File: src/rtl/hex_keypad_pkg.sv
// Shared state encodings, column constants and row encoder for the hex keypad scanner.
// Pure definitions: no latency, no flow control.
package hex_keypad_pkg;

  localparam logic [2:0] IDLE     = 3'd0;
  localparam logic [2:0] DEBOUNCE = 3'd1;
  localparam logic [2:0] SCAN     = 3'd2;
  localparam logic [2:0] REPORT   = 3'd3;
  localparam logic [2:0] RELEASE  = 3'd4;

  localparam logic [3:0] COLS_ALL = 4'b1111;

  // Lowest set row bit wins; an empty row vector maps to row 0.
  function automatic logic [1:0] row_encode(input logic [3:0] r);
    logic [1:0] idx;
    idx = 2'd0;
    if (r[0])      idx = 2'd0;
    else if (r[1]) idx = 2'd1;
    else if (r[2]) idx = 2'd2;
    else if (r[3]) idx = 2'd3;
    return idx;
  endfunction

endpackage

File: src/rtl/keypad_wait_counter.sv
// Shared wait counter: clear has priority, counts on enable, holds at term (never wraps).
// done is combinational from count/term; no flow control.
module keypad_wait_counter #(
  parameter int CNT_W = 5
) (
  input  logic             clock,
  input  logic             reset,
  input  logic             clear,
  input  logic             enable,
  input  logic [CNT_W-1:0] term,
  output logic [CNT_W-1:0] count,
  output logic             done
);

  assign done = (count == term);

  always_ff @(posedge clock) begin
    if (reset || clear) begin
      count <= '0;
    end else if (enable && !done) begin
      count <= count + 1'b1;
    end
  end

endmodule

File: src/rtl/hex_keypad_scan_ctrl.sv
// 4x4 keypad column scanner: debounce, per-column settle/sample, encode, report, release.
// Key valid 4+DEBOUNCE+(col+1)*SETTLE cycles after a pin press; holds the code until key_ready.
module hex_keypad_scan_ctrl
  import hex_keypad_pkg::*;
#(
  parameter int DEBOUNCE_CYCLES = 16,
  parameter int SETTLE_CYCLES   = 4,
  parameter int CNT_W           = 5
) (
  input  logic       clock,
  input  logic       reset,
  input  logic       s_row,
  input  logic [3:0] row,
  output logic [3:0] col,
  output logic [3:0] key_code,
  output logic       key_valid,
  input  logic       key_ready,
  output logic       scan_busy
);

  localparam logic [CNT_W-1:0] DEB_TC = CNT_W'(DEBOUNCE_CYCLES - 1);
  localparam logic [CNT_W-1:0] SET_TC = CNT_W'(SETTLE_CYCLES - 1);

  logic [2:0]       state, state_nxt;
  logic [1:0]       col_idx, col_idx_nxt;
  logic             cnt_clear, cnt_en, cnt_done, capture;
  logic [CNT_W-1:0] cnt_term, count;

  keypad_wait_counter #(.CNT_W(CNT_W)) u_wait (
    .clock  (clock),
    .reset  (reset),
    .clear  (cnt_clear),
    .enable (cnt_en),
    .term   (cnt_term),
    .count  (count),
    .done   (cnt_done)
  );

  always_comb begin
    state_nxt   = state;
    col_idx_nxt = col_idx;
    cnt_clear   = 1'b0;
    cnt_en      = 1'b0;
    capture     = 1'b0;
    cnt_term    = DEB_TC;
    case (state)
      IDLE: begin
        if (s_row) begin
          state_nxt = DEBOUNCE;
          cnt_clear = 1'b1;
        end
      end
      DEBOUNCE: begin
        if (!s_row) begin
          state_nxt = IDLE;
          cnt_clear = 1'b1;
        end else if (cnt_done) begin
          state_nxt   = SCAN;
          col_idx_nxt = 2'd0;
          cnt_clear   = 1'b1;
        end else begin
          cnt_en = 1'b1;
        end
      end
      SCAN: begin
        cnt_term = SET_TC;
        if (!cnt_done) begin
          cnt_en = 1'b1;
        end else begin
          cnt_clear = 1'b1;
          if (s_row) begin
            state_nxt = REPORT;
            capture   = 1'b1;
          end else if (col_idx == 2'd3) begin
            // Key let go before any column matched: drop silently.
            state_nxt = IDLE;
          end else begin
            col_idx_nxt = col_idx + 2'd1;
          end
        end
      end
      REPORT: begin
        if (key_valid && key_ready) begin
          state_nxt = RELEASE;
          cnt_clear = 1'b1;
        end
      end
      RELEASE: begin
        if (s_row) begin
          cnt_clear = 1'b1;
        end else if (cnt_done) begin
          state_nxt = IDLE;
          cnt_clear = 1'b1;
        end else begin
          cnt_en = 1'b1;
        end
      end
      default: begin
        state_nxt = IDLE;
        cnt_clear = 1'b1;
      end
    endcase
  end

  // Outputs are registered from the next-state decode so they line up with state.
  always_ff @(posedge clock) begin
    if (reset) begin
      state     <= IDLE;
      col_idx   <= 2'd0;
      col       <= COLS_ALL;
      key_code  <= 4'd0;
      key_valid <= 1'b0;
      scan_busy <= 1'b0;
    end else begin
      state     <= state_nxt;
      col_idx   <= col_idx_nxt;
      scan_busy <= (state_nxt != IDLE);
      key_valid <= (state_nxt == REPORT);
      if (capture) begin
        key_code <= {row_encode(row), col_idx};
      end
      if (state_nxt == SCAN || state_nxt == REPORT) begin
        col <= 4'(4'b0001 << col_idx_nxt);
      end else begin
        col <= COLS_ALL;
      end
    end
  end

endmodule

File: config.mk
export PLATFORM = sky130hd
export DESIGN_NAME = hex_keypad_scan_ctrl
export DESIGN_NICKNAME = d
export VERILOG_FILES = /design/src/rtl/hex_keypad_pkg.sv /design/src/rtl/keypad_wait_counter.sv /design/src/rtl/hex_keypad_scan_ctrl.sv
export SDC_FILE = /design/constraint.sdc
export NUM_CORES = 1
export LEC_CHECK = 0
export ABC_AREA = 1
export BUFFER_PORTS_ARGS = -buffer_cell sky130_fd_sc_hd__buf_2
export CORE_ASPECT_RATIO = 1.1
export CORE_MARGIN = 8
export CORE_UTILIZATION = 54
export CTS_CLUSTER_SIZE = 20
export DETAILED_ROUTE_END_ITERATION = 8
export GPL_TIMING_DRIVEN = 0
export PLACE_DENSITY = 0.74
export REMOVE_ABC_BUFFERS = 1
export SLEW_MARGIN = 0
export SYNTH_ARGS = -nofsm -noshare
export SYNTH_HDL_FRONTEND = slang
export SYNTH_SLANG_ARGS = --single-unit
File: constraint.sdc
create_clock -name clock -period 2.3 [get_ports clock]
set_clock_uncertainty 0.1 [all_clocks]
set_input_delay 0.69 -clock clock [delete_from_list [all_inputs] [get_ports clock]]
set_output_delay 0.69 -clock clock [all_outputs]
set_load 0.01 [all_outputs]
==> results of run 1 <==
per-stage QoR:
step	setup WS [ns]	std cells	util [%]
finish	0.488	201	64.2
global route	0.377	201	64.2
CTS	0.496	201	64.2
detailed placement	0.425	197	61.5
global placement	0.449	197	61.5
floorplan	0.719	152	-
state kept, by name, indices dropped and copies added (netlist names):
register,count
col,4
col_idx,2
key_code,4
key_valid,1
scan_busy,1
state,3
u_wait.count,5
area by class of cell:
| cell class | instances | area, um^2 | share of cell area, % |
|---|---|---|---|
| well taps | 28 | 35.0 | 2.76 |
| repair buffers | 17 | 85.1 | 6.70 |
| multi-input cells | 110 | 612 | 48.2 |
| inverters | 22 | 85.1 | 6.70 |
| clock buffers | 3 | 22.5 | 1.77 |
| flip-flops and latches | 20 | 400 | 31.5 |
| clock inverters | 1 | 30.0 | 2.36 |
worst reg2reg max path, delay by kind of cell (launching register included):
family,cells,cell delay [ns]
adder cells (fa/ha/maj),1,0.23
AND/OR/NAND/NOR,9,0.98
flip-flops,1,0.39
power by group through the flow:
stage | clock, mW | sequential, mW | combinational (mW)
after floorplan | 0 | 0.360 | 0.0274
after global placement | 0 | 0.360 | 0.0435
after detailed placement | 0 | 0.360 | 0.0443
after CTS | 0.297 | 0.352 | 0.0457
after global routing | 0.313 | 0.353 | 0.0517
final | 0.293 | 0.352 | 0.0460
layout by cell type, fill, tap and decap left out:
cell	count
nand2_8	1
o21bai_1	1
nand3_2	4
clkbuf_4	3
inv_4	1
nand2_2	6
nand2_1	33
inv_2	5
buf_2	17
o211ai_1	1
ha_1	1
xor2_1	3
nand4_1	5
dfxtp_1	20
inv_1	16
o21ai_0	5
o211a_1	1
a21oi_1	5
nor2_2	2
nor2_4	1
nor3_1	2
o21ai_2	1
nand3_1	18
nor2_1	12
bufinv_16	1
nand2_4	2
o21ai_1	2
a21oi_2	4
worst paths after layout:
| path | from | end | slack [ns] | cells past startpoint |
|---|---|---|---|---|
| max | u_wait.count[0]$_SDFFE_PP0P_ | col[3]$_SDFF_PP1_ | 0.49 | 10 |
| max reg2reg | u_wait.count[0]$_SDFFE_PP0P_ | col[3]$_SDFF_PP1_ | 0.49 | 10 |
| min reg2reg | key_code[3]$_SDFFE_PP0P_ | key_code[3]$_SDFFE_PP0P_ | 0.37 | 2 |
| min | key_code[3]$_SDFFE_PP0P_ | key_code[3]$_SDFFE_PP0P_ | 0.37 | 2 |
per-layer routing:
metal	routed length, um	track usage (%)	share of wire, %
met3	112	2.84	4.6
met1	1030	14.6	43
met4	51	7.19	2.1
met5	0	0	0
met2	1230	24.6	51
cell families (layout without fill, tap and decap cells):
| group | Yosys count | after routing | share of synthesized area [%] |
|---|---|---|---|
| AO/OA/AOI/OAI | 20 | 20 | 11.7 |
| XOR/XNOR | 3 | 3 | 2.38 |
| adder cells (fa/ha/maj) | 1 | 1 | 1.13 |
| buffers and inverters | 23 | 43 | 8.17 |
| flip-flops | 20 | 20 | 36.3 |
| AND/OR/NAND/NOR | 86 | 86 | 40.3 |
==> run metrics, run 1 <==
crit-path max FO 7; Final Hold Slack roughly 0.37 ns; Max Transition Viols Final 0; mapped cell area around 1100 um^2; first-pass GRT wire length roughly 4.1 mm; Post-DP Area 1220 um^2; Worst Tran Pin Value roughly 0.31 ns; Ports 18; Crit. End Element register; Cells after Synth ~150; Final ANT Viol Nets 0; period utilization about four fifths; P&R area growth vs syn 15.2%; Core ar. 1980 um^2; post-synthesis cell type count 26; cell mode on critical path nand2_1; Max Cap Viol 0; share of cells above drive strength 1 27.7%; Post-synth EDFFs 0; pwr/cell area approximately 540 nW/um^2; dpl hpwl around 1.8 mm; vias in the first global route 989; H-tree levels 1; proportion of synthesized chip area in sequential cells a little over a third; # fillers ~180; Clk Tree Root Cell clkbuf_4; top-count cell post-synth nand2_1; First-pass DRT Iterations 4; Vias about 1100; CP max-delay cell dfxtp_1; Setup Buffers After CTS 0; gr usage total about 14%; Avg WL per Cell roughly 12 um; flops & latches, synth 20; worst endpoint required time 2.41 ns; Slew HR 78.9%; drt total wl about 2.4 mm; synth top area cells dfxtp_1 36%, nand2_1 11%, nand3_1 8.2%; path type of the worst setup path register to register; Seq pwr share 51.0%; Post-synth top flop dfxtp_1; Tmin final roughly 1.8 ns; crit-path max cell delay between 0.3 and 0.4 ns; RSZ-0062 raised after global routing false; Commonest cells post-synth 33 x nand2_1, 20 x dfxtp_1, 18 x nand3_1, 16 x inv_1, 12 x nor2_1; Top delay family on crit path simple AND/OR/NAND/NOR gates; top cell type's share of synthesized area a little over a third; critical path arrival approximately 1.9 ns; clock tree buffer depth 2; num rows 17; Clock Latency Late Sink 0.31 ns; Net Switching between 0.15 and 0.2 mW; n_diodes 0; FMAX 552 MHz; largest net degree at the start of global routing 13; biggest area consumer among synthesized cells dfxtp_1; Via density 5.28; total CTS buffers 3; Initial Util a little under three fifths; final instance area about 1300 um^2; CTS resizes 0; Pwr Total ~0.69 mW; Hold-fix buffers, CTS 0; CTS tree built; final hold viol count 0; remaining global-route overflow 0; ys async rst share 0%; crit-path cells ha_1 > nand2_1 > nor2_2 > nand2_4 > nand2_8 > nand3_1 > nand2_1 > nand3_2 > nand2_1 > nand2_1; Final nets roughly 180; Horiz. Die Dim about 59 um; DRC violations left 0; CTS sink count 20; Setup TNS Final 0 ns; Hold Crit Class register to register; CP startpoint kind register; gpl congestion 0.805; combinational power share 6.7%; Clk pwr share 42.4%; syn avg cell area 7.20 um^2; worst vdd ir 0.000354 V; IO Port Bufs 17; status complete, no violations; antenna violations before repair 0; Clk pin slew, worst setup/hold paths approximately 0.12 ns; drt initial violations between 50 and 60; Internal Pwr Total approximately 0.54 mW; P_leak approximately 0.6 nW; sw frac between 20 and 25%; die height around 63 um; die area about 3700 um^2; WP buf/inv 0; Final setup viols 0; Synth warnings 0
No activity file was read; power rests on OpenSTA's default activity.
==> run 2: changes to the inputs <==
- ABC_AREA: 1 -> 0
- clock period: 2.3 -> 1.69 ns (I/O delays scaled with it)
==> run metrics, run 2 <==
Multi-input gate area 758 um^2; IO Port Bufs 17; proportion of synthesized chip area in sequential cells a little over a third; Setup TNS Final -1.79 ns; synth top area cells dfxtp_1 36%, a21oi_1 4.0%, nor2_1 3.0%; WP buf/inv 2; CTS tree built; CTS sink count 20; Final setup viols 14; vias in the first global route ~990; final instance area 1480 um^2; Clk pin slew, worst setup/hold paths 0.11 ns; Post-DP Area approximately 1200 um^2; pwr/cell area 515 nW/um^2; critical path arrival approximately 2.0 ns; post-synthesis cell type count 47; final setup margin -0.175 ns; Clock Latency Late Sink 0.29 ns; first-pass GRT wire length roughly 4.5 mm; flops & latches, synth 20; Vias about 1100; R2R depth 7; Hold Crit Class register to register; share of cells above drive strength 1 slightly above 40%; crit path to col[2]$_SDFF_PP1_; most frequent cells in the layout 17 x buf_2, 15 x buf_4, 13 x dfxtp_1; remaining global-route overflow 0; Worst Tran Pin Value between 0.5 and 0.6 ns; final hold viol count 0; final core occ 74.8%; Synth warnings 0; Finished Layout Cells ~180; top cell type's share of synthesized area 36.0%; P&R area growth vs syn 32.8%; period utilization 110%; Ports 18; most common cell after layout, fill and taps aside buf_2; CP max-delay cell or4b_4; path type of the worst setup path register to register; RR Endpoint col[2]$_SDFF_PP1_; dpl hpwl 1.77 mm; R2R setup slack -0.17 ns; crit-path max cell delay about 0.49 ns; Clk Tree Root Cell clkbuf_4; Core ar. about 2000 um^2; die height ~64 um; Cells after Synth 127; failing checks setup timing; syn avg cell area just under 9 um^2; Top reg by flops u_wait.count; worst vdd ir about 0.00034 V; Top delay family on crit path simple AND/OR/NAND/NOR gates; # fillers 139; First-pass DRT Iterations 4; Slew HR around two thirds; register area 419 um^2; placed cell count roughly 160; antenna violations before repair 0; RSZ-0062 raised after global routing true; drt initial violations 56; Tmin final about 1.9 ns; Commonest cells post-synth 20 x dfxtp_1, 9 x a21oi_1, 9 x nor2_1, 7 x clkbuf_1; CP startpoint kind register; Final ANT Viol Nets 0; crit-path cells ha_4 > or4b_4 > buf_12 > nor3_4 > buf_4 > nand3_2 > o311ai_1; worst endpoint required time roughly 1.8 ns; total CTS buffers 3; Final Hold Slack around 0.36 ns; status finished, violations left; Initial Util ~56%; Post-synth EDFFs 0; Max Cap Viol 0; crit-path max FO 5; top-count cell post-synth dfxtp_1; biggest area consumer among synthesized cells dfxtp_1; DRC violations left 0; gpl congestion approximately 0.8; P_leak between 0.5 and 0.6 nW; max reg flops 5; Horiz. Die Dim just under 60 um; Avg WL per Cell roughly 16 um; largest net degree at the start of global routing 19; WP depth 7; ys async rst share 0%; num rows 17; Final nets about 160; Via density around 6.2; Crit. End Element register; FMAX around 540 MHz; H-tree levels 1; gr usage total ~15%; die area ~3800 um^2; n_diodes 0; drt total wl about 2.8 mm; biggest regs u_wait.count: 5 flops, col: 4 flops, key_code: 4 flops; reg-to-reg startpoint u_wait.count[1]$_SDFFE_PP0P_; Post-synth top flop dfxtp_1; Worst Setup SP u_wait.count[1]$_SDFFE_PP0P_; clock tree buffer depth 2; Max Transition Viols Final 0; mapped cell area approximately 1100 um^2
run 2: cell types whose count changed after synthesis, moves of 4 or more:
cell,previous run,this run
nand2_2,6,0
inv_1,16,4
clkbuf_1,0,7
a21oi_2,4,0
nand2_1,33,4
nand3_1,18,6
inv_2,5,0
nand3_2,4,0
a21oi_1,5,9
run 2: layer usage:
layer	vias up	GRT usage, %	routed length (um)
li1	547	-	-
met1	543	18.3	1230
met2	37	22.7	1390
met3	4	3.65	156
met4	0	5.99	36
met5	-	0	0
run 2: final cells by class:
cell class                      count  share of cell area, %
Timing Repair Buffer               34                   15.5
Tap cell                           28                   2.37
Multi-Input combinational cell     92                   51.3
Sequential cell                    20                   28.3
Inverter                            4                   1.02
Clock buffer                        3                   1.52
run 2: worst reg2reg max path, cell delays in order, from the launching register on:
cell	delay, ns
dfxtp_2	0.37
ha_4	0.16
or4b_4	0.49
buf_12	0.15
nor3_4	0.20
buf_4	0.17
nand3_2	0.06
o311ai_1	0.09
run 2: through the flow:
step	total power [mW]	worst slack, ns
final	0.762	-0.175
after global routing	0.802	-0.268
after global placement	0.545	-0.504
after CTS	0.765	-0.160
after floorplan	0.522	-0.323
after detailed placement	0.547	-0.536
run 2: repair_timing:
| item | CTS | global route |
|---|---|---|
| pin swaps | 5 | 4 |
| endpoints found under the hold margin | 0 | 0 |
| buffers inserted | 12 | 5 |
| resized for setup | 28 | 8 |
| setup endpoints to repair | 20 | 18 |
| hold buffers | 0 | 0 |
run 2: how the worst min path moves through the flow:
| stage | startpoint | to | slack [ns] | cells after the start |
|---|---|---|---|---|
| global route | row[0] | key_code[3]$_SDFFE_PP0P_ | 0.38 | 3 |
| floorplan | u_wait.count[1]$_SDFFE_PP0P_ | u_wait.count[1]$_SDFFE_PP0P_ | 0.36 | 2 |
| CTS | key_code[2]$_SDFFE_PP0P_ | key_code[2]$_SDFFE_PP0P_ | 0.36 | 2 |
| global placement | key_code[3]$_SDFFE_PP0P_ | key_code[3]$_SDFFE_PP0P_ | 0.34 | 2 |
| finish | key_code[2]$_SDFFE_PP0P_ | key_code[2]$_SDFFE_PP0P_ | 0.36 | 2 |
| detailed placement | key_code[2]$_SDFFE_PP0P_ | key_code[2]$_SDFFE_PP0P_ | 0.35 | 2 |
run 2: power by group:
group / internal, mW / switching, mW / total, mW
clock network: 0.0828 / 0.133 / 0.215
registers: 0.471 / 0.0101 / 0.481
logic: 0.0301 / 0.0353 / 0.0654
total: 0.584 / 0.178 / 0.762
run 2: cells by family after synthesis:
kind of cell             Yosys count  share of synthesized area [%]
AND/OR/NAND/NOR                   54                           32.7
adder cells (fa/ha/maj)            1                           1.12
AO/OA/AOI/OAI                     34                           22.1
multiplexers                       2                           1.80
flip-flops                        20                           36.0
buffers and inverters             15                           5.51
XOR/XNOR                           1                          0.787
